`config.mk`:
```
export PLATFORM = sky130hd
export DESIGN_NAME = bp_nexus_trace_encoder_p
export DESIGN_NICKNAME = d
export VERILOG_FILES = /design/src/rtl/bp_nexus_pkg.sv /design/src/rtl/bp_trace_msg_fifo.sv /design/src/rtl/bp_nexus_trace_encoder_p.sv
export SDC_FILE = /design/constraint.sdc
export NUM_CORES = 1
export LEC_CHECK = 0
export ABC_AREA = 1
export BUFFER_PORTS_ARGS = -buffer_cell sky130_fd_sc_hd__buf_2
export CAP_MARGIN = 25
export CELL_PAD_IN_SITES_DETAIL_PLACEMENT = 2
export CELL_PAD_IN_SITES_GLOBAL_PLACEMENT = 2
export CORE_MARGIN = 8
export CORE_UTILIZATION = 31
export DETAILED_ROUTE_END_ITERATION = 10
export GPL_TIMING_DRIVEN = 0
export PLACE_DENSITY_LB_ADDON = 0.1
export SLEW_MARGIN = 30
export SYNTH_ARGS = -nofsm -noshare
export SYNTH_HDL_FRONTEND = slang
export SYNTH_SLANG_ARGS = --single-unit
export TNS_END_PERCENT = 1
```
`constraint.sdc`:
```
create_clock -name clk_i -period 7.7 [get_ports clk_i]
set_input_delay 0 -clock clk_i [delete_from_list [all_inputs] [get_ports clk_i]]
set_output_delay 0 -clock clk_i [all_outputs]
set_load 0.05 [all_outputs]
```
`src/rtl/bp_nexus_pkg.sv`:
```
// Shared types for the Nexus program-trace encoder: message codes, encoder
// FSM states and the message-code width used to pack FIFO entries.
package bp_nexus_pkg;

  localparam int unsigned MCODE_W = 2;

  typedef enum logic [1:0] {
    NEXUS_MCODE_COMPRESSED    = 2'd0,
    NEXUS_MCODE_DIRECT_BRANCH = 2'd1,
    NEXUS_MCODE_SYNC          = 2'd2,
    NEXUS_MCODE_OVERFLOW      = 2'd3
  } nexus_mcode_e;

  typedef enum logic [1:0] {
    ST_SYNC_PEND = 2'd0,
    ST_RUN       = 2'd1,
    ST_OVF       = 2'd2
  } enc_state_e;

endpackage

```
`src/rtl/bp_trace_msg_fifo.sv`:
```
// Output message FIFO: power-of-two ring buffer, push accepted when not full
// or when the head pops in the same cycle.
module bp_trace_msg_fifo #(
  parameter int unsigned WIDTH = 8,
  parameter int unsigned DEPTH = 4
) (
  input  logic             clk_i,
  input  logic             reset_i,
  input  logic             in_valid_i,
  input  logic [WIDTH-1:0] in_data_i,
  input  logic             out_ready_i,
  output logic [WIDTH-1:0] out_data_o,
  output logic             full_o,
  output logic             empty_o
);

  localparam int unsigned AW = (DEPTH > 1) ? $clog2(DEPTH) : 1;
  localparam logic [AW:0] FULL_CNT = (AW + 1)'(DEPTH);

  logic [WIDTH-1:0] mem_q [DEPTH];
  logic [WIDTH-1:0] mem_d [DEPTH];
  logic [AW-1:0]    wr_ptr_q, wr_ptr_d;
  logic [AW-1:0]    rd_ptr_q, rd_ptr_d;
  logic [AW:0]      count_q, count_d;
  logic             push_s, pop_s;

  assign full_o     = (count_q == FULL_CNT);
  assign empty_o    = (count_q == {(AW + 1){1'b0}});
  assign out_data_o = mem_q[rd_ptr_q];

  // Next-state for storage, pointers and occupancy.
  always_comb begin
    pop_s    = !empty_o & out_ready_i;
    push_s   = in_valid_i & (!full_o | pop_s);
    mem_d    = mem_q;
    wr_ptr_d = wr_ptr_q;
    rd_ptr_d = rd_ptr_q;
    count_d  = count_q;
    if (push_s) begin
      mem_d[wr_ptr_q] = in_data_i;
      wr_ptr_d        = wr_ptr_q + AW'(1);
    end else begin
      wr_ptr_d = wr_ptr_q;
    end
    if (pop_s) begin
      rd_ptr_d = rd_ptr_q + AW'(1);
    end else begin
      rd_ptr_d = rd_ptr_q;
    end
    case ({push_s, pop_s})
      2'b10:   count_d = count_q + (AW + 1)'(1);
      2'b01:   count_d = count_q - (AW + 1)'(1);
      default: count_d = count_q;
    endcase
  end

  // State registers; storage cleared so the head reads zero out of reset.
  always_ff @(posedge clk_i or posedge reset_i) begin
    if (reset_i) begin
      for (int i = 0; i < int'(DEPTH); i++) begin
        mem_q[i] <= {WIDTH{1'b0}};
      end
      wr_ptr_q <= {AW{1'b0}};
      rd_ptr_q <= {AW{1'b0}};
      count_q  <= {(AW + 1){1'b0}};
    end else begin
      mem_q    <= mem_d;
      wr_ptr_q <= wr_ptr_d;
      rd_ptr_q <= rd_ptr_d;
      count_q  <= count_d;
    end
  end

endmodule

```
`src/rtl/bp_nexus_trace_encoder_p.sv`:
```
// Nexus program-trace encoder: turns retire-stream PC discontinuities into
// COMPRESSED / DIRECT_BRANCH messages with periodic SYNC and overflow recovery.
module bp_nexus_trace_encoder_p
  import bp_nexus_pkg::*;
#(
  parameter int unsigned PC_W        = 32,
  parameter int unsigned OFFSET_W    = 12,
  parameter int unsigned TS_W        = 16,
  parameter int unsigned INSN_BYTES  = 4,
  parameter int unsigned FIFO_DEPTH  = 4,
  parameter int unsigned SYNC_PERIOD = 64
) (
  input  logic            clk_i,
  input  logic            reset_i,
  input  logic            enable_i,
  input  logic            commit_valid_i,
  input  logic [PC_W-1:0] commit_pc_i,
  output logic            trace_valid_o,
  input  logic            trace_ready_i,
  output logic [1:0]      trace_mcode_o,
  output logic [PC_W-1:0] trace_addr_o,
  output logic [TS_W-1:0] trace_ts_o,
  output logic            overflow_o
);

  localparam int unsigned MSG_W = MCODE_W + PC_W + TS_W;
  localparam int unsigned CNT_W = $clog2(SYNC_PERIOD + 1);
  localparam int unsigned HI_W  = PC_W - OFFSET_W + 1;
  localparam logic [CNT_W-1:0] SYNC_LAST = CNT_W'(SYNC_PERIOD - 1);
  localparam logic [TS_W-1:0]  TS_MAX    = {TS_W{1'b1}};
  localparam logic [PC_W-1:0]  PC_INC    = PC_W'(INSN_BYTES);

  enc_state_e       state_q, state_d;
  logic [PC_W-1:0]  last_pc_q, last_pc_d;
  logic [TS_W-1:0]  ts_cnt_q, ts_cnt_d;
  logic [CNT_W-1:0] msg_cnt_q, msg_cnt_d;
  logic             overflow_q, overflow_d;

  logic             need_s, disc_s, fits_s, space_s, want_s, push_s;
  logic             fifo_full_s, fifo_empty_s;
  logic [PC_W-1:0]  delta_s, msg_addr_s;
  logic [HI_W-1:0]  delta_hi_s;
  nexus_mcode_e     msg_mcode_s;
  logic [MSG_W-1:0] push_data_s, head_data_s;

  // Message selection, FSM next state and counter updates.
  always_comb begin
    need_s      = commit_valid_i & enable_i;
    delta_s     = commit_pc_i - last_pc_q;
    disc_s      = (commit_pc_i != (last_pc_q + PC_INC));
    // The offset fits when every bit above the sign bit matches it.
    delta_hi_s  = delta_s[PC_W-1:OFFSET_W-1];
    fits_s      = (delta_hi_s == {HI_W{1'b0}}) | (delta_hi_s == {HI_W{1'b1}});
    space_s     = !fifo_full_s | (!fifo_empty_s & trace_ready_i);
    want_s      = 1'b0;
    msg_mcode_s = NEXUS_MCODE_SYNC;
    msg_addr_s  = commit_pc_i;
    state_d     = state_q;
    overflow_d  = overflow_q;
    msg_cnt_d   = msg_cnt_q;

    case (state_q)
      ST_SYNC_PEND: begin
        if (need_s) begin
          want_s      = 1'b1;
          msg_mcode_s = NEXUS_MCODE_SYNC;
        end else begin
          want_s = 1'b0;
        end
      end
      ST_RUN: begin
        if (need_s && (msg_cnt_q == SYNC_LAST)) begin
          want_s      = 1'b1;
          msg_mcode_s = NEXUS_MCODE_SYNC;
        end else if (need_s && disc_s) begin
          want_s = 1'b1;
          if (fits_s) begin
            msg_mcode_s = NEXUS_MCODE_COMPRESSED;
            msg_addr_s  = delta_s;
          end else begin
            msg_mcode_s = NEXUS_MCODE_DIRECT_BRANCH;
          end
        end else begin
          want_s = 1'b0;
        end
      end
      ST_OVF: begin
        if (space_s) begin
          want_s      = 1'b1;
          msg_mcode_s = NEXUS_MCODE_OVERFLOW;
          msg_addr_s  = last_pc_q;
        end else begin
          want_s = 1'b0;
        end
      end
      default: begin
        state_d = ST_SYNC_PEND;
      end
    endcase

    push_s = want_s & space_s & enable_i;

    if (!enable_i) begin
      state_d = ST_SYNC_PEND;
    end else if (push_s) begin
      case (msg_mcode_s)
        NEXUS_MCODE_SYNC: begin
          state_d   = ST_RUN;
          msg_cnt_d = {CNT_W{1'b0}};
        end
        NEXUS_MCODE_OVERFLOW: begin
          state_d   = ST_SYNC_PEND;
          msg_cnt_d = msg_cnt_q + CNT_W'(1);
        end
        default: begin
          msg_cnt_d = msg_cnt_q + CNT_W'(1);
        end
      endcase
    end else if (want_s) begin
      overflow_d = 1'b1;
      state_d    = ST_OVF;
    end else begin
      state_d = state_q;
    end

    if (push_s) begin
      ts_cnt_d = TS_W'(1);
    end else if (ts_cnt_q == TS_MAX) begin
      ts_cnt_d = TS_MAX;
    end else begin
      ts_cnt_d = ts_cnt_q + TS_W'(1);
    end

    if (commit_valid_i) begin
      last_pc_d = commit_pc_i;
    end else begin
      last_pc_d = last_pc_q;
    end

    push_data_s = {msg_mcode_s, msg_addr_s, ts_cnt_q};
  end

  // Encoder state registers.
  always_ff @(posedge clk_i or posedge reset_i) begin
    if (reset_i) begin
      state_q    <= ST_SYNC_PEND;
      last_pc_q  <= {PC_W{1'b0}};
      ts_cnt_q   <= {TS_W{1'b0}};
      msg_cnt_q  <= {CNT_W{1'b0}};
      overflow_q <= 1'b0;
    end else begin
      state_q    <= state_d;
      last_pc_q  <= last_pc_d;
      ts_cnt_q   <= ts_cnt_d;
      msg_cnt_q  <= msg_cnt_d;
      overflow_q <= overflow_d;
    end
  end

  bp_trace_msg_fifo #(
    .WIDTH (MSG_W),
    .DEPTH (FIFO_DEPTH)
  ) u_fifo (
    .clk_i       (clk_i),
    .reset_i     (reset_i),
    .in_valid_i  (push_s),
    .in_data_i   (push_data_s),
    .out_ready_i (trace_ready_i),
    .out_data_o  (head_data_s),
    .full_o      (fifo_full_s),
    .empty_o     (fifo_empty_s)
  );

  assign trace_valid_o = !fifo_empty_s;
  assign trace_mcode_o = head_data_s[MSG_W-1 -: MCODE_W];
  assign trace_addr_o  = head_data_s[TS_W +: PC_W];
  assign trace_ts_o    = head_data_s[TS_W-1:0];
  assign overflow_o    = overflow_q;

endmodule
```
Word-level counts from Yosys, hierarchy flattened
Index checks and enable logic that the tools add are counted.
- add/sub/neg operators: 8
- $lt $le $gt $ge: 3
- eq/ne operators: 13
- muxes and demuxes: 30
- bitwise operators: 10
- reduce and logical (&&, ||, !) cells: 13
- operators by type and width (operator ; number):
    $bwmux W200 ; 1
    $mux W50 ; 3
    $mux W32 ; 4
    $bmux W50 S2 ; 1
    $demux W50 S2 ; 1
    $pmux W32 S2 ; 1
    $add A32 B3 Y32 const B ; 1
    $mux W16 ; 2
    $ne A32 B32 Y1 ; 1
    $sub A32 B32 Y32 ; 1
    $eq A21 B21 Y1 const B ; 1
    $logic_not A21 Y1 ; 1
    $add A16 B1 Y16 const B ; 1
    $eq A16 B16 Y1 const B ; 1
    $mux W2 ; 6
    $eq A2 B2 Y1 const B ; 4
    $pmux W2 S2 ; 2
    $add A7 B1 Y7 const B ; 1
    $eq A7 B6 Y1 const B ; 1
    $mux W7 ; 1
    $ge A3 B3 Y1 const B ; 2
    $mux W1 ; 6
    $not A2 Y3 ; 2
    $pmux W3 S2 ; 1
    20 further kinds ; 31
- register bits after elaboration: 265
- input port bits: 37
- output and inout bits: 52
- logic and storage cells: 89

Longest topological paths before layout
Gate-level depths: netlist of the first run.
- depth after elaboration: 11
- depth in mapped cells: 27
- mapped depth without buffers: 26

Modules after synthesis
From an unflattened synthesis of the first run, not the netlist that was laid out.
- cell total of the unflattened synthesis: 2702
- area, all modules: 18062.3 um^2
- by module, submodules not included (module ; times used ; cells each ; area an instance (um^2)):
    bp_trace_msg_fifo ; 1 ; 1225 ; 9989.6
    bp_nexus_trace_encoder_p ; 1 ; 1477 ; 8072.7

Worst setup path after synthesis of the first run
OpenSTA, ideal clock, no wires.
- kind: flip-flop to flip-flop
- from: reg last_pc_q[3]
- to: reg u_fifo.count_q[2]
- arrival: 3.264 ns
- setup slack: 4.305 ns
- stages on the path, launching flop included: 24
- path buffers: 2
- clock period less this slack: 3.395 ns
- cells stage by stage: dfrtp_1 -> ha_1 -> nand3_1 -> nor2_1 -> nand4_1 -> nor2_2 -> nand3_1 -> a21oi_1 -> nand2_1 -> nor2_1 -> nand3_2 -> nand2_2 -> nand2_1 -> nand2_1 -> nand2_2 -> nand4_4 -> buf_8 -> buf_2 -> ha_1 -> inv_1 -> fa_1 -> a21oi_1 -> o21ai_0 -> xor2_1
- word-level cells in the longest chain between the ends: 11
- elaborated cells on any way between the ends: 13
- those cells by class: add/sub (1); eq/ne (3); mux (4); bitwise (3); reduce/logical (2)
- ends and longest elaborated chain (item ; RTL line ; text):
    start, declared ; bp_nexus_trace_encoder_p.sv:34 ; logic [PC_W-1:0] last_pc_q, last_pc_d;
    start signal, assigned ; bp_nexus_trace_encoder_p.sv:147 ; last_pc_q <= {PC_W{1'b0}};
    start signal, assigned ; bp_nexus_trace_encoder_p.sv:153 ; last_pc_q <= last_pc_d;
    $add A32 B3 Y32 (*) ; bp_nexus_trace_encoder_p.sv:50 ; disc_s = (commit_pc_i != (last_pc_q + PC_INC));
    $ne A32 B32 Y1 (*) ; bp_nexus_trace_encoder_p.sv:50 ;
    $logic_and A1 B1 Y1 (*) ; bp_nexus_trace_encoder_p.sv:75 ; end else if (need_s && disc_s) begin
    $mux W1 (*) ; bp_nexus_trace_encoder_p.sv:75 ;
    $mux W1 (*) ; bp_nexus_trace_encoder_p.sv:72 ; if (need_s && (msg_cnt_q == SYNC_LAST)) begin
    $pmux W1 S3 (*) ; bp_nexus_trace_encoder_p.sv:62 ; case (state_q)
    $and A1 B1 Y1 (*) (2 in a row) ; bp_nexus_trace_encoder_p.sv:101 ; push_s = want_s & space_s & enable_i;
    $and A1 B1 Y1 (*) ; bp_trace_msg_fifo.sv:34 ; push_s = in_valid_i & (!full_o | pop_s);
    $eq A2 B1 Y1 or $eq A2 B2 Y1 (tied branches) ; bp_trace_msg_fifo.sv:50 ; case ({push_s, pop_s})
    $pmux W3 S2 or $reduce_bool A2 Y1 (tied branches) ; - ;
    end signal, assigned ; bp_trace_msg_fifo.sv:65 ; count_q <= {(AW + 1){1'b0}};
    end signal, assigned ; bp_trace_msg_fifo.sv:70 ; count_q <= count_d;
    end, declared ; bp_trace_msg_fifo.sv:24 ; logic [AW:0] count_q, count_d;
Every way passes the cells marked *; elsewhere a longest branch is shown, timed or not.
A chain may end at the register's enable or synchronous reset.

Worst setup path in the final report of the first run
Same ends and word-level chain as after synthesis.

==> results.toml, run 1 <==
[timing]
min_period_ps = 5030
setup_viol = 0
worstMarginPinSlew_ps = 862
drv_slew = 0
whs_ps = 11.8
relSlewSlack = 0.425
rsz0062_at_grt = "false"
max_freq_mhz = 199
clock_skew_ps = 27.8
finalCritPeriodShare = 0.653
hold_viol = 0

[cts]
cts.htree.levels = 2
root_buffer = "clkbuf_16"
tritoncts = "done"
cts_buffers = 35
clk_pin_slew_worst_paths_ps = 60
cts.sinks = 265
clk_latency_ps = 550
max-clock-path-buffers = 3
cts_resized = 0

[cells_and_area]
nFillCells = 6973
syn_to_final_growth_pct = 17.0
final_cell_mix = "nand2_1, inv_1, nand3_1, dfrtp_1, nor2_1"
fin_cells = 3630
layout-drive-gt1-share = 0.0772
n_antenna_cell = 0
final_common_cell = "nand2_1"
stdcell_area_sq_um = 20600
nets = 2935

[routing]
drtIter0Drc = 802
wl_um = 77100
ant_nets = 0
drc_errors = 0
vias = 18553
wire_per_inst_um = 21.2
dr.pass1.iters = 4
viasPerCell = 5.11

[power]
power_density_nw_per_um2 = 367
p_leak_nw = 10.9
peakVddDrop_uv = 205

[setup_path]
cp.required_ps = 8110
crit_fanout = 10
worstSetupEndpointType = "register"
crit_type = "reg2reg"
crit_path_start_kind = "register"
crit_path_start = "last_pc_q[3]"
r2r-start = "last_pc_q[3]"
rr_worst_depth = 23
crit_arrival_ps = 5440

[die]
initial_core_util = 0.313
die_w_um = 254
die_h_um = 254
fp-row-count = 87
coreArea_sq_um = 56200
ios = 89
die-area_sq_um = 64600

[logic_synthesis]
avgSynthCellArea_sq_um = 6.53
synth_largest_area_cell = "dfrtp_1"
seq_area_frac_synth = 0.377
yosysWarnings = 0
async_flop_share = 1.00
synthFlopType = "dfrtp_1"
synthesis.area_sq_um = 17600
synth_cells = 2690
ys_ff_latch = 265
synth_edf_count = 0
synth.distinct_cells = 39
syn_nets = 2772
yosysTopAreaCellShare = 0.377
synth_top_cells_by_area = "dfrtp_1, nand2_1, nand3_1"

[placement]
place_inst = 3537
dpl.hpwl_um = 60100
io_buffers = 88
placed_cell_area_sq_um = 19100
gp_congestion = 0.866

[global_route]
antenna_found_initial = 0
grt_usage = 0.238
grt_max_degree = 88
grt_pass1_vias = 20370
grt_pass1_wl_um = 119000
gr-total-overflow = 0

[job]
drv_cap = 0

[status]
status = "complete, no violations"

[worst_hold_path]
worstHoldPathType = "in2async"
## synth_stat cells (2+ instances only)
master and count:
nand2_1 1051, inv_1 277, dfrtp_1 265, nand3_1 265, nor2_1 206, o21ai_0 187
a21oi_1 103, clkbuf_1 57, ha_1 43, buf_2 39, xor2_1 39, o22ai_1 34
nand4_1 27, xnor2_1 14, buf_1 9, nor2_2 9, nor3_1 9, inv_2 7
o21ai_2 6, buf_6 5, o21bai_1 5, buf_4 4, nand3b_1 4, nor4_1 4
o211ai_1 3, and2_1 2, clkinv_1 2, fa_1 2, nand2_2 2
## per-stage QoR
step           utilization  TNS (ps)  setup slack [ps]  power [mW]
2_1_floorplan            -         0               403        4.63
3_3_place_gp         0.338   -935860             -3600        5.76
3_5_place_dp         0.339         0              2860        5.90
4_1_cts              0.366         0              2810        7.65
5_1_grt              0.366         0              2410        8.04
6_report             0.366         0              2670        7.55
## final cells by class
class | count | area, sq um | area share
Buffer | 115 | 544 | 0.0265
Multi-Input combinational cell | 2024 | 9330 | 0.454
Clock inverter | 9 | 141 | 0.00688
Clock buffer | 49 | 1020 | 0.0495
Sequential cell | 265 | 6630 | 0.322
Inverter | 286 | 1080 | 0.0526
Tap cell | 756 | 946 | 0.0460
Timing Repair Buffer | 126 | 873 | 0.0425
## report_power, final
part | total [mW] | internal (mW) | switching, mW
Clock | 1.69 | 1.02 | 0.666
Sequential | 2.16 | 1.86 | 0.299
Combinational | 3.70 | 0.918 | 2.78
Total | 7.55 | 3.80 | 3.75
## path summary, 6_finish.rpt
check	end	slack [ps]
hold / removal	u_fifo.mem_q[21]	10
hold reg to reg	overflow_o	470
setup reg to reg	u_fifo.count_q[2]	2670
setup / recovery	u_fifo.count_q[2]	2670
max in group asynchronous	u_fifo.mem_q[40]	6430
min in group clk_i	last_pc_q[5]	160
## layer usage
metal,part of all wire,global-route usage
met5,0,0
met3,0.025,0.0249
met4,0.026,0.0685
met2,0.49,0.422
met1,0.46,0.304
## worst max-delay path: stages (launching register included)
cell	delay, ps
dfrtp_1	390
ha_1	400
nand3_1	160
nor2_1	360
nand4_1	350
nor2_2	310
nand3_1	110
a21oi_1	180
nand2_1	70
nor2_1	300
nand3_2	140
nand2_2	110
nand2_1	60
nand2_1	80
nand2_2	100
nand4_4	120
buf_8	170
buf_2	300
ha_1	200
inv_1	80
fa_1	390
a21oi_1	160
o21ai_0	150
xor2_1	170
## cells by family (layout without fill, tap and decap cells)
logic type	after synthesis	in the layout	synth area share
and+or+nand+nor	1583	1583	0.367
buffers and inverters	401	585	0.0921
AOI/OAI and AO/OA	342	342	0.103
DFF	265	265	0.377
xor gates and xnor gates	54	54	0.0277
adders and majority gates	45	45	0.0329
## flip-flops by register name (all words and copies together) (netlist names)
register and flops:
msg_cnt_q 7, u_fifo.rd_ptr_q 2, ts_cnt_q 16, u_fifo.mem_q 200, state_q 2, overflow_o 1
last_pc_q 32, u_fifo.wr_ptr_q 2, u_fifo.count_q 3
## repair_timing
item | 4_1_cts | 5_1_grt
hold endpoints to repair | 241 | 0
hold buffers | 35 | 0
setup buffers | 0 | 0
No activity file was read; power rests on OpenSTA's default activity.
==> run 2: changes to the inputs <==
--- a/config.mk
+++ b/config.mk
@@ -11,7 +11,7 @@
 export CELL_PAD_IN_SITES_DETAIL_PLACEMENT = 2
 export CELL_PAD_IN_SITES_GLOBAL_PLACEMENT = 2
 export CORE_MARGIN = 8
-export CORE_UTILIZATION = 31
+export CORE_UTILIZATION = 35
 export DETAILED_ROUTE_END_ITERATION = 10
 export GPL_TIMING_DRIVEN = 0
 export PLACE_DENSITY_LB_ADDON = 0.1
==> constraint.sdc (replaced) <==
create_clock -name clk_i -period 5.2 [get_ports clk_i]
set_input_delay 0 -clock clk_i [delete_from_list [all_inputs] [get_ports clk_i]]
set_output_delay 0 -clock clk_i [all_outputs]
set_load 0.05 [all_outputs]
==> run 2 against run 1 <==
Sequential share of layout area is essentially flat; combinational power grew 50%; core utilization grew 4.6 points; sequential cell count is the same; sequential power grew 49%; critical path depth is the same; clock power grew 38%; setup slack lost 2400 ps; total power grew 47%; fmax grew 2.5%; global-route usage grew 3.2 points; wire length grew 1.4%; critical endpoint unchanged; largest cell class unchanged.
==> results.toml, run 2 (synthesized netlist as in run 1, its figures left out) <==
[routing]
vias = 18973
drtIter0Drc = 850
viasPerCell = 5.34
ant_nets = 0
dr.pass1.iters = 5
drc_errors = 0
wl_um = 78100
wire_per_inst_um = 22.0

[setup_path]
reg2reg_to = "u_fifo.count_q[2]"
crit_path_start = "last_pc_q[3]"
crit_arrival_ps = 5330
crit_type = "reg2reg"
cp.required_ps = 5620
rrSetupSlack_ps = 290
crit_path_start_kind = "register"
r2r-start = "last_pc_q[3]"
worstSetupEndpointType = "register"
crit_fanout = 10
rr_worst_depth = 23

[timing]
worstMarginPinSlew_ps = 875
max_freq_mhz = 204
drv_slew = 0
relSlewSlack = 0.417
min_period_ps = 4910
whs_ps = 56.2
fin_tns_setup_ps = 0
clock_skew_ps = 35.2
setup_viol = 0
rsz0062_at_grt = "false"
hold_viol = 0
finalCritPeriodShare = 0.944
fin_ws_ps = 293

[cells_and_area]
top_register = "u_fifo.mem_q"
fin_cells = 3555
syn_to_final_growth_pct = 16.9
nFillCells = 6180
final_cell_mix = "nand2_1, inv_1, nand3_1, dfrtp_1, nor2_1"
largest_reg_flops = 200
stdcell_area_sq_um = 20500
top_regs = "u_fifo.mem_q: 200 flops, last_pc_q: 32 flops, ts_cnt_q: 16 flops"
nets = 2943
final_common_cell = "nand2_1"
layout-drive-gt1-share = 0.0781

[cts]
root_buffer = "clkbuf_16"
clk_latency_ps = 570
cts_buffers = 35
cts.htree.levels = 2
tritoncts = "done"
cts.sinks = 265
clk_pin_slew_worst_paths_ps = 60
max-clock-path-buffers = 3
cts_setup_buffers = 0

[job]
drv_cap = 0

[global_route]
grt_max_degree = 27
grt_pass1_vias = 20990
gr-total-overflow = 0
grt_pass1_wl_um = 122000
antenna_found_initial = 0
grt_usage = 0.270

[power]
peakVddDrop_uv = 304
p_int_mw = 5.47
power_density_nw_per_um2 = 540
pwr-share-clk = 0.210
p_seq_frac = 0.290
switching_power_mw = 5.63
p_leak_nw = 10.9
swShare = 0.507
combPwrFrac = 0.500

[placement]
gp_congestion = 0.873
placed_cell_area_sq_um = 19100
io_buffers = 88
dpl.hpwl_um = 60000
place_inst = 3461
pre_cts_slack_ps = 419

[die]
die_w_um = 240
die-area_sq_um = 57600
coreArea_sq_um = 49900
die_h_um = 240
ios = 89
fp-row-count = 82
initial_core_util = 0.352

[worst_hold_path]
worstHoldPathType = "in2async"

[status]
status = "complete, no violations"
-- run 2: cell types whose count changed in the layout (fill, tap and decap cells not counted), moves of 3 or more --
cell and change:
buf_12 +7, clkbuf_1 +6, bufinv_16 -3, clkbuf_8 -3
-- run 2: cell type report --
type / count / area, sq um / share of cell area
antenna: 1 / 2.50 / 0.000122
buffer: 115 / 544 / 0.0265
clock buffer: 52 / 1000 / 0.0487
clock inverter: 6 / 72.6 / 0.00353
inverter: 286 / 1080 / 0.0524
multi-input combinational: 2024 / 9330 / 0.454
sequential: 265 / 6630 / 0.323
tap: 672 / 841 / 0.0409
timing repair buffer: 134 / 1040 / 0.0507
-- run 2: worst max path at each step --
stage | to | slack (ps) | cells past startpoint
floorplan | last_pc_q[0] | 1700 | 1
global placement | u_fifo.mem_q[44] | -310 | 2
detailed placement | u_fifo.count_q[2] | 420 | 23
CTS | u_fifo.count_q[2] | 320 | 23
global route | u_fifo.count_q[2] | 90 | 23
finish | u_fifo.count_q[2] | 290 | 23
-- run 2: worst max-delay path, cell delays in order, from the launching register on --
cell and delay [ps]:
dfrtp_1 400, ha_2 320, nand3_1 140, nor2_1 340, nand4_1 340, nor2_2 290, nand3_1 120, a21oi_1 180
nand2_1 70, nor2_1 320, nand3_2 140, nand2_2 120, nand2_1 60, nand2_1 70, nand2_2 80, nand4_4 130
buf_8 180, buf_2 320, ha_1 240, inv_1 80, fa_1 380, a21oi_1 160, o21ai_0 130, xor2_1 160
-- run 2: power by group through the flow --
| stage | logic [mW] | registers [mW] | clock network, mW |
|---|---|---|---|
| after global routing | 6.01 | 3.29 | 2.45 |
| after floorplan | 3.78 | 3.07 | 0 |
| after CTS | 5.58 | 3.21 | 2.38 |
| final | 5.55 | 3.22 | 2.33 |
| after detailed placement | 5.49 | 3.23 | 0 |
| after global placement | 5.26 | 3.18 | 0 |
-- run 2: metrics by stage --
stage / total power, mW / util
floorplan: 6.85 / -
global placement: 8.44 / 0.378
detailed placement: 8.73 / 0.383
CTS: 11.2 / 0.412
global route: 11.8 / 0.412
finish: 11.1 / 0.412
-- run 2: what timing repair did --
| action | CTS | global route |
|---|---|---|
| hold buffers | 35 | 0 |
| hold endpoints to repair | 112 | 0 |
| setup endpoints to repair | 0 | 1 |
| resized for setup | 0 | 1 |
-- run 2: per-layer routing --
layer | part of all wire | routed length (um) | track usage | up-vias
li1 | - | - | - | 8859
met1 | 0.45 | 34900 | 0.343 | 9680
met2 | 0.50 | 39000 | 0.483 | 330
met3 | 0.035 | 2700 | 0.0315 | 104
met4 | 0.019 | 1500 | 0.0684 | 0
met5 | 0 | 0 | 0 | -
==> run 3: changes to the inputs <==
--- a/config.mk
+++ b/config.mk
@@ -5,15 +5,16 @@
 export SDC_FILE = /design/constraint.sdc
 export NUM_CORES = 1
 export LEC_CHECK = 0
-export ABC_AREA = 1
 export BUFFER_PORTS_ARGS = -buffer_cell sky130_fd_sc_hd__buf_2
 export CAP_MARGIN = 25
 export CELL_PAD_IN_SITES_DETAIL_PLACEMENT = 2
 export CELL_PAD_IN_SITES_GLOBAL_PLACEMENT = 2
 export CORE_MARGIN = 8
-export CORE_UTILIZATION = 35
+export CORE_UTILIZATION = 41
 export DETAILED_ROUTE_END_ITERATION = 10
 export GPL_TIMING_DRIVEN = 0
+export HOLD_SLACK_MARGIN = 0.05
+export MAX_ROUTING_LAYER = met4
 export PLACE_DENSITY_LB_ADDON = 0.1
 export SLEW_MARGIN = 30
 export SYNTH_ARGS = -nofsm -noshare
==> run 3 against run 2 <==
Sequential power hardly changed; register-to-register slack worse by 140 ps; area after synthesis is 8.0% lower; first-iteration DRC count decreased by 14%; clock-buffer cell count is 2 lower; critical path type unchanged.
==> results.toml, run 3 <==
[setup_path]
worst-path-buf-inv = 2
cp_top_family = "simple AND/OR/NAND/NOR gates"
worstSetupEndpointType = "register"
rr_worst_depth = 15
crit_chain = "ha_1, inv_1, fa_1, a211oi_2, o21ai_1, and2_1, or4_1, a22oi_1, nor4bb_2, and4bb_2, a22oi_2, buf_6, o311ai_1, nand3_1, mux2_2"
cp.required_ps = 5650
rrSetupSlack_ps = 150
r2r-start = "last_pc_q[0]"
critPathMaxStageDelay_ps = 550
worst_path_max_delay_cell = "or4_1"
reg2reg_to = "u_fifo.mem_q[147]"
crit_type = "reg2reg"
crit_path_start_kind = "register"
crit_fanout = 10
crit_arrival_ps = 5500

[cts]
cts.htree.levels = 1
cts_buffers = 31
cts.sinks = 265
root_buffer = "clkbuf_16"
clk_pin_slew_worst_paths_ps = 60
max-clock-path-buffers = 3
clk_latency_ps = 570
tritoncts = "done"

[job]
drv_cap = 0

[logic_synthesis]
synth_edf_count = 0
avgSynthCellArea_sq_um = 10.5
synthFlopType = "dfrtp_1"
synth_cells = 1538
netlist_top_cells_count = "dfrtp_1, mux2_2, nand2_1, o21ai_0, nand3_1"
seq_area_frac_synth = 0.410
synthesis.area_sq_um = 16200
synth.distinct_cells = 91
async_flop_share = 1.00
yosysTopAreaCellShare = 0.410
yosysWarnings = 0
post-synth-top-count-cell = "dfrtp_1"
synth_top_cells_by_area = "dfrtp_1, mux2_2, mux4_2"
syn_nets = 1620
ys_ff_latch = 265
synth_largest_area_cell = "dfrtp_1"

[worst_hold_path]
worstHoldPathType = "in2reg"
holdPathStages = 3
hp-start = "commit_valid_i"
min_to = "last_pc_q[31]"

[power]
power_density_nw_per_um2 = 529
p_total_mw = 10.0
switching_power_mw = 4.27
p_seq_frac = 0.323
p_int_mw = 5.73
pwr-share-clk = 0.219
peakVddDrop_uv = 651
p_leak_nw = 8.24
combPwrFrac = 0.458
swShare = 0.427

[die]
die_h_um = 215
coreArea_sq_um = 38800
die-area_sq_um = 46000
fp-row-count = 72
ios = 89
die_w_um = 215
initial_core_util = 0.416

[routing]
wl_um = 58200
viasPerCell = 6.01
wire_per_inst_um = 25.9
ant_nets = 0
drtIter0Drc = 731
drc_errors = 0
dr.pass1.iters = 7
vias = 13513

[placement]
io_buffers = 88
dpl.hpwl_um = 42800
gp_congestion = 0.861
placed_cell_area_sq_um = 17500
place_inst = 2154
pre_cts_slack_ps = -112

[timing]
rsz0062_at_grt = "true"
fin_tns_setup_ps = 0
fin_ws_ps = 152
finalCritPeriodShare = 0.971
setup_viol = 0
relSlewSlack = 0.346
min_period_ps = 5050
whs_ps = 248
worstMarginPinSlew_ps = 981
hold_viol = 0
clock_skew_ps = 8.95
drv_slew = 0
max_freq_mhz = 198

[global_route]
grt_max_degree = 31
antenna_found_initial = 1
grt_pass1_vias = 15100
grt_pass1_wl_um = 90700
gr-total-overflow = 0
grt_usage = 0.254

[cells_and_area]
top_regs = "u_fifo.mem_q: 200 flops, last_pc_q: 32 flops, ts_cnt_q: 16 flops"
finish.utilization = 0.487
stdcell_area_sq_um = 18900
nets = 1789
top_register = "u_fifo.mem_q"
regArea_sq_um = 6630
final_common_cell = "dfrtp_1"
final_cell_mix = "dfrtp_1, mux2_2, nand2_1"
fin_cells = 2247
multi_input_area_sq_um = 8860
layout-drive-gt1-share = 0.266
nFillCells = 3998
largest_reg_flops = 200
syn_to_final_growth_pct = 17.0

[status]
status = "complete, no violations"
run 3: cell type report:
class,count,share of cell area
multi-input cells,1114,0.469
flip-flops and latches,265,0.351
inverters,61,0.0124
clock inverters,4,0.00384
diodes,1,0.000132
well taps,518,0.0343
repair buffers,136,0.0545
plain buffers,98,0.0265
clock buffers,50,0.0490
run 3: worst max path at each step:
stage | startpoint | to | slack, ps | cells after the start
floorplan | last_pc_q[3] | u_fifo.count_q[2] | 930 | 19
global placement | last_pc_q[0] | u_fifo.mem_q[97] | -70 | 15
detailed placement | last_pc_q[19] | u_fifo.mem_q[148] | -110 | 15
CTS | last_pc_q[15] | u_fifo.mem_q[167] | 40 | 16
global route | last_pc_q[3] | u_fifo.count_q[2] | -20 | 19
finish | last_pc_q[0] | u_fifo.mem_q[147] | 150 | 15
run 3: per-layer routing:
| layer | track usage | part of all wire | vias to the layer above |
|---|---|---|---|
| met1 | 0.304 | 0.42 | 7088 |
| met3 | 0.0322 | 0.035 | 116 |
| met5 | - | 0 | - |
| met4 | 0.0731 | 0.029 | 0 |
| met2 | 0.445 | 0.52 | 283 |
| li1 | - | - | 6026 |
run 3: worst register-to-register path, cell delays in order, from the launching register on:
cell      delay (ps)
dfrtp_1          380
ha_1             220
inv_1             70
fa_1             430
a211oi_2         380
o21ai_1          290
and2_1           280
or4_1            550
a22oi_1          200
nor4bb_2         340
and4bb_2         290
a22oi_2          180
buf_6            230
o311ai_1         380
nand3_1          340
mux2_2           380
run 3: cells by family (layout without fill, tap and decap cells):
family,after synthesis,in the layout,share of synthesized area
compound gates,306,306,0.128
xor+xnor,65,65,0.0361
fa+ha+maj,45,45,0.0358
buf+inv,159,349,0.0446
flops,265,265,0.410
mux,233,233,0.198
other cells,0,1,0
simple gates,465,465,0.148
run 3: timing repair:
action	4_1_cts	5_1_grt
hold buffers	36	0
resized for setup	5	8
setup endpoints to repair	16	129
hold endpoints to repair	138	0
setup buffers	0	2
pin swaps	2	1
run 3: power groups by stage:
stage	Combinational [mW]	Clock, mW	Sequential [mW]
2_1_floorplan	3.38	0	3.06
3_3_place_gp	4.35	0	3.14
5_1_grt	4.88	2.29	3.31
4_1_cts	4.62	2.23	3.23
3_5_place_dp	4.54	0	3.23
6_report	4.58	2.19	3.23
